File: config.mk
export PLATFORM = sky130hd
export DESIGN_NAME = seg_scan_driver
export DESIGN_NICKNAME = d
export VERILOG_FILES = /design/src/rtl/seg_scan_driver.sv
export SDC_FILE = /design/constraint.sdc
export NUM_CORES = 1
export LEC_CHECK = 0
export ABC_AREA = 0
export BUFFER_PORTS_ARGS = -buffer_cell sky130_fd_sc_hd__buf_2
export CORE_MARGIN = 1
export CORE_UTILIZATION = 45
export DETAILED_ROUTE_END_ITERATION = 8
export HOLD_SLACK_MARGIN = 0.15
export SYNTH_ARGS = -nofsm -noshare
export SYNTH_HDL_FRONTEND = slang
export SYNTH_SLANG_ARGS = --single-unit
File: constraint.sdc
create_clock -name clk -period 3.1 [get_ports clk]
set_input_delay 0.62 -clock clk [delete_from_list [all_inputs] [get_ports clk]]
set_output_delay 0.62 -clock clk [all_outputs]
set_load 0.02 [all_outputs]
File: src/rtl/seg_scan_driver.sv
// Time-multiplexed seven-segment scan driver: one nibble and one active-low digit
// enable per slot, with new values committed only at frame boundaries.
module seg_scan_driver #(
    parameter int DIGITS = 8,
    parameter int DIV    = 50000,
    parameter int GHOST  = 500
) (
    input  logic                  clk,
    input  logic                  rst_n,
    input  logic                  load_valid,
    input  logic [4*DIGITS-1:0]   value,
    input  logic                  blank_lead,
    output logic                  load_ready,
    output logic [3:0]            nibble,
    output logic [DIGITS-1:0]     an_n
);

    localparam int CW = $clog2(DIV);
    localparam int DW = (DIGITS > 1) ? $clog2(DIGITS) : 1;
    localparam logic [CW-1:0] CNT_LAST = CW'(DIV - 1);
    localparam logic [DW-1:0] DIG_LAST = DW'(DIGITS - 1);
    localparam logic [CW-1:0] GHOST_C  = CW'(GHOST);

    logic [CW-1:0]         cnt;
    logic [DW-1:0]         dig;
    logic [4*DIGITS-1:0]   active;
    logic [4*DIGITS-1:0]   shadow;
    logic                  pending;
    logic                  blank_q;

    logic                  slot_end;
    logic                  frame_end;
    logic [DW-1:0]         top_nz;
    logic                  blanked;
    logic                  lit;

    assign slot_end   = (cnt == CNT_LAST);
    assign frame_end  = slot_end && (dig == DIG_LAST);
    assign load_ready = !pending;

    always_ff @(posedge clk or negedge rst_n) begin
        if (!rst_n) begin
            cnt     <= '0;
            dig     <= '0;
            active  <= '0;
            shadow  <= '0;
            pending <= 1'b0;
            blank_q <= 1'b0;
        end else begin
            // blank_lead is registered so the outputs depend on state only
            blank_q <= blank_lead;
            if (slot_end) begin
                cnt <= '0;
                dig <= (dig == DIG_LAST) ? '0 : dig + 1'b1;
            end else begin
                cnt <= cnt + 1'b1;
            end
            // A load accepted on the boundary edge waits for the next boundary
            if (frame_end && pending) begin
                active  <= shadow;
                pending <= 1'b0;
            end else if (load_valid && !pending) begin
                shadow  <= value;
                pending <= 1'b1;
            end
        end
    end

    always_comb begin
        top_nz = '0;
        for (int k = 0; k < DIGITS; k++) begin
            if (active[4*k +: 4] != 4'd0) top_nz = DW'(k);
        end
    end

    // Digit 0 can never exceed top_nz, so it is never blanked
    assign blanked = blank_q && (dig > top_nz);
    assign lit     = !blanked && (cnt >= GHOST_C);
    assign nibble  = active[4*dig +: 4];

    always_comb begin
        an_n = '1;
        if (lit) an_n[dig] = 1'b0;
    end

endmodule
==> flow_summary.rst <==
.. list-table::
   :header-rows: 1

   * - Metric
     - Value
   * - Commonest non-fill, non-tap cell in the layout
     - sky130_fd_sc_hd__dfrtp_1
   * - Buffers plus inverters on the worst setup path
     - 2
   * - Initial antenna violation count
     - 0
   * - Largest stage delay, worst path
     - 0.44 ns
   * - Vertical die dimension
     - 95.23 um
   * - Violated checks
     - negative setup slack
   * - Worst vdd rail ir drop
     - 282.5 uV
   * - Clock root buffer
     - sky130_fd_sc_hd__clkbuf_8
   * - Net count after synthesis
     - 358
   * - Critical-path top delay cell
     - sky130_fd_sc_hd__dfrtp_1
   * - Sequential area share after synthesis
     - 54.38%
   * - Hold Crit Class
     - input pin to asynchronous set/reset pin
   * - Share of the clock period used by the worst path after layout
     - 105.2%
   * - Setup Crit Path Kind
     - flip-flop to primary output
   * - DR WL/cell
     - 17.09 um
   * - Number of enable-type register cells in the synthesized netlist
     - 0
   * - GP Congestion
     - 0.9041
   * - Total of flip-flops plus latches after synthesis
     - 85
   * - P per Cell Area
     - 478.2 mW/mm2
   * - Gr usage total
     - 20.20%
   * - Number of vias per cell
     - 5.520
   * - Post-synthesis instance area
     - 0.003911 mm2
   * - Instance count after placement with tap cells included
     - 459
   * - Crit path setup slack, layout
     - -0.1611 ns
   * - Final HPWL DP
     - 5751 um
   * - Maximum level of the CTS H-tree
     - 3
   * - Number of warning messages in the yosys log
     - 0
   * - Launching element type of the critical path
     - flip-flop
   * - Antenna-violating nets left
     - 0
   * - Pin count of the biggest net entering global routing
     - 56
   * - Final routed wirelength across all metal layers
     - 8255 um
   * - Endpoint kind of the worst setup timing path
     - primary output
   * - Clock sink count
     - 85
   * - RSZ-0062 raised after global routing
     - true
   * - Final non-filler cell total
     - 483
   * - Fraction of layout instances using a drive strength above 1
     - 35.19%
   * - Final count of pins violating max slew
     - 0
   * - Rows
     - 33
   * - First-pass GRT wire length
     - 13730 um
   * - Critical path data arrival time
     - 2.64 ns
   * - Highest clock frequency the design can meet
     - 306.6 MHz
   * - Filler instances
     - 694
   * - Number of buffers inserted during clock tree synthesis
     - 9
   * - Ant diodes
     - 0
   * - Post-synth ARST share
     - 100.0%
   * - Skew-Pair Late Insertion Delay
     - 0.36 ns
   * - Count of different cell masters after synthesis
     - 39
   * - Total core area
     - 0.008299 mm2
   * - Sum Neg Setup Slack
     - -1.187 ns
   * - Starting DRT DRC Count
     - 184
   * - Number of instances in the synthesized netlist
     - 315
   * - Max cap viols
     - 0
   * - CP top delay family
     - simple AND/OR/NAND/NOR gates
   * - # DRC
     - 0
   * - Data required time of the worst path
     - 2.48 ns
   * - Layout area overhead
     - 18.97%
   * - Cell leakage power
     - 2.238 nW
   * - Most frequent cells in the layout
     - 83 x sky130_fd_sc_hd__dfrtp_1, 45 x sky130_fd_sc_hd__buf_2, 40 x sky130_fd_sc_hd__mux2_2
   * - Via count of the first global-routing pass
     - 2742
   * - Most used DFF post-synth
     - sky130_fd_sc_hd__dfrtp_1
   * - Worst slew margin
     - 52.32%
   * - Quantity of hold-fixing buffers added after cts
     - 0
   * - First-pass DRT Iterations
     - 4
   * - Total number of vias
     - 2666
   * - Crit path time final
     - 3.261 ns
   * - Final Net Count
     - 416
   * - Run status
     - finished with violations
   * - I/O pin count
     - 49
   * - Clock transition at the register clock pins on the worst setup and hold paths after CTS
     - 0.09 ns
   * - Top fanout value on the critical path
     - 8
   * - Final hold violation count
     - 0
   * - R2R setup slack
     - 0.78 ns
   * - Die extent in x
     - 95.23 um
   * - Least-Margin Pin Slew
     - 0.7151 ns
   * - Area of the die
     - 0.009069 mm2
   * - Number of setup violations in the final report
     - 8
   * - Final Skew
     - 0.006252 ns
   * - Avg Inst Size Synth
     - 12.42 um2
   * - Effective utilization at floorplan
     - 47.13%
   * - Overall overflow remaining after global route
     - 0
   * - Buffers from clock root to sink, at most
     - 2
   * - Ordered cell list for the critical path
     - nor4_4, nand2_1, a21oi_2, nor2_1, ha_1, nor2b_1, o21a_1, o211ai_1, buf_4, nand4_1, buf_6
   * - Clock tree from TritonCTS
     - done
   * - Number of buffers inserted by port buffering
     - 48
layer usage:
layer  GRT usage [%]  up-vias  routed length [um]
met1           26.01     1348                3719
met5               0        -                   0
met3           4.306       12                 293
li1                -     1259                   -
met4           8.207        0                 148
met2           33.04       47                4093
what timing repair did:
item	4_1_cts	5_1_grt
resized for setup	8	8
setup buffers	6	2
pin swaps	1	4
setup endpoints to repair	8	8
stage by stage:
step	hold slack [ns]	utilization, %	power [mW]	setup WS, ns	area [um2]
after CTS	0.3387	55.48	2.252	-0.1233	4604
final	0.3043	56.07	2.225	-0.1611	4653
after global placement	0.4744	51.41	1.296	-0.01411	4267
after floorplan	0.3244	-	1.237	0.2837	3911
after detailed placement	0.4743	51.41	1.299	-0.06602	4267
after global routing	0.3578	56.07	2.307	-0.3366	4653
synth_stat cells (2+ instances only):
library cell | n | area share, %
sky130_fd_sc_hd__nand2_1 | 13 | 1.2
sky130_fd_sc_hd__nand3b_1 | 2 | 0.38
sky130_fd_sc_hd__a31oi_1 | 3 | 0.48
sky130_fd_sc_hd__clkbuf_1 | 8 | 0.77
sky130_fd_sc_hd__mux2i_1 | 2 | 0.51
sky130_fd_sc_hd__o22ai_1 | 2 | 0.32
sky130_fd_sc_hd__nand4_1 | 13 | 2.1
sky130_fd_sc_hd__buf_4 | 3 | 0.58
sky130_fd_sc_hd__nor4_1 | 10 | 1.6
sky130_fd_sc_hd__and3_1 | 5 | 0.80
sky130_fd_sc_hd__mux2_2 | 40 | 12
sky130_fd_sc_hd__xor2_1 | 4 | 0.90
sky130_fd_sc_hd__xnor2_1 | 7 | 1.6
sky130_fd_sc_hd__inv_1 | 6 | 0.58
sky130_fd_sc_hd__nor2b_1 | 6 | 0.96
sky130_fd_sc_hd__nor3_1 | 4 | 0.51
sky130_fd_sc_hd__dfrtp_1 | 85 | 54
sky130_fd_sc_hd__ha_1 | 7 | 2.2
sky130_fd_sc_hd__a21oi_1 | 6 | 0.77
sky130_fd_sc_hd__nand3_1 | 8 | 1.0
sky130_fd_sc_hd__nand4b_1 | 2 | 0.45
sky130_fd_sc_hd__o21ai_0 | 9 | 1.2
sky130_fd_sc_hd__mux2_1 | 29 | 8.3
sky130_fd_sc_hd__or3_1 | 2 | 0.32
sky130_fd_sc_hd__a221oi_1 | 5 | 1.1
sky130_fd_sc_hd__nor2_1 | 16 | 1.5
sky130_fd_sc_hd__buf_1 | 4 | 0.38
sky130_fd_sc_hd__buf_6 | 3 | 0.86
state kept, by name (all words and copies together), names as in the netlist:
register	cells
dig	3
cnt	16
blank_q	1
shadow	32
pending	1
active	32
layout make-up:
class	instances	area [um2]	area share, %
inverter	6	22.52	0.4840
sequential	85	2130	45.76
multi-input combinational	206	1732	37.21
clock buffer	9	123.9	2.662
clock inverter	7	122.6	2.635
tap	105	131.4	2.823
timing repair buffer	65	391.6	8.416
final timing paths:
path	from	end	depth (start not counted)
hold reg to reg	shadow[30]$_DFFE_PN0P_	active[30]$_DFFE_PN0P_	1
setup / recovery	active[18]$_DFFE_PN0P_	an_n[6]	11
min in group clk	blank_lead	blank_q$_DFF_PN0_	1
max in group asynchronous	rst_n	active[23]$_DFFE_PN0P_	2
hold / removal	rst_n	cnt[6]$_DFF_PN0_	1
setup reg to reg	cnt[12]$_DFF_PN0_	active[0]$_DFFE_PN0P_	5
logic make-up (layout without fill, tap and decap cells):
logic type	Yosys count	count (layout)	synth area share [%]
AO/OA/AOI/OAI	33	33	5.438
XOR/XNOR	11	11	2.463
adder cells (fa/ha/maj)	7	7	2.239
buffers and inverters	24	87	3.167
flip-flops	85	85	54.38
multiplexers	71	71	20.38
AND/OR/NAND/NOR	84	84	11.93
report_power, final:
group          internal, mW  switching [mW]
clock                 0.539           0.413
sequential             1.16          0.0263
combinational        0.0531          0.0370
total                  1.75           0.476
Power figures use the tool's default switching activity.
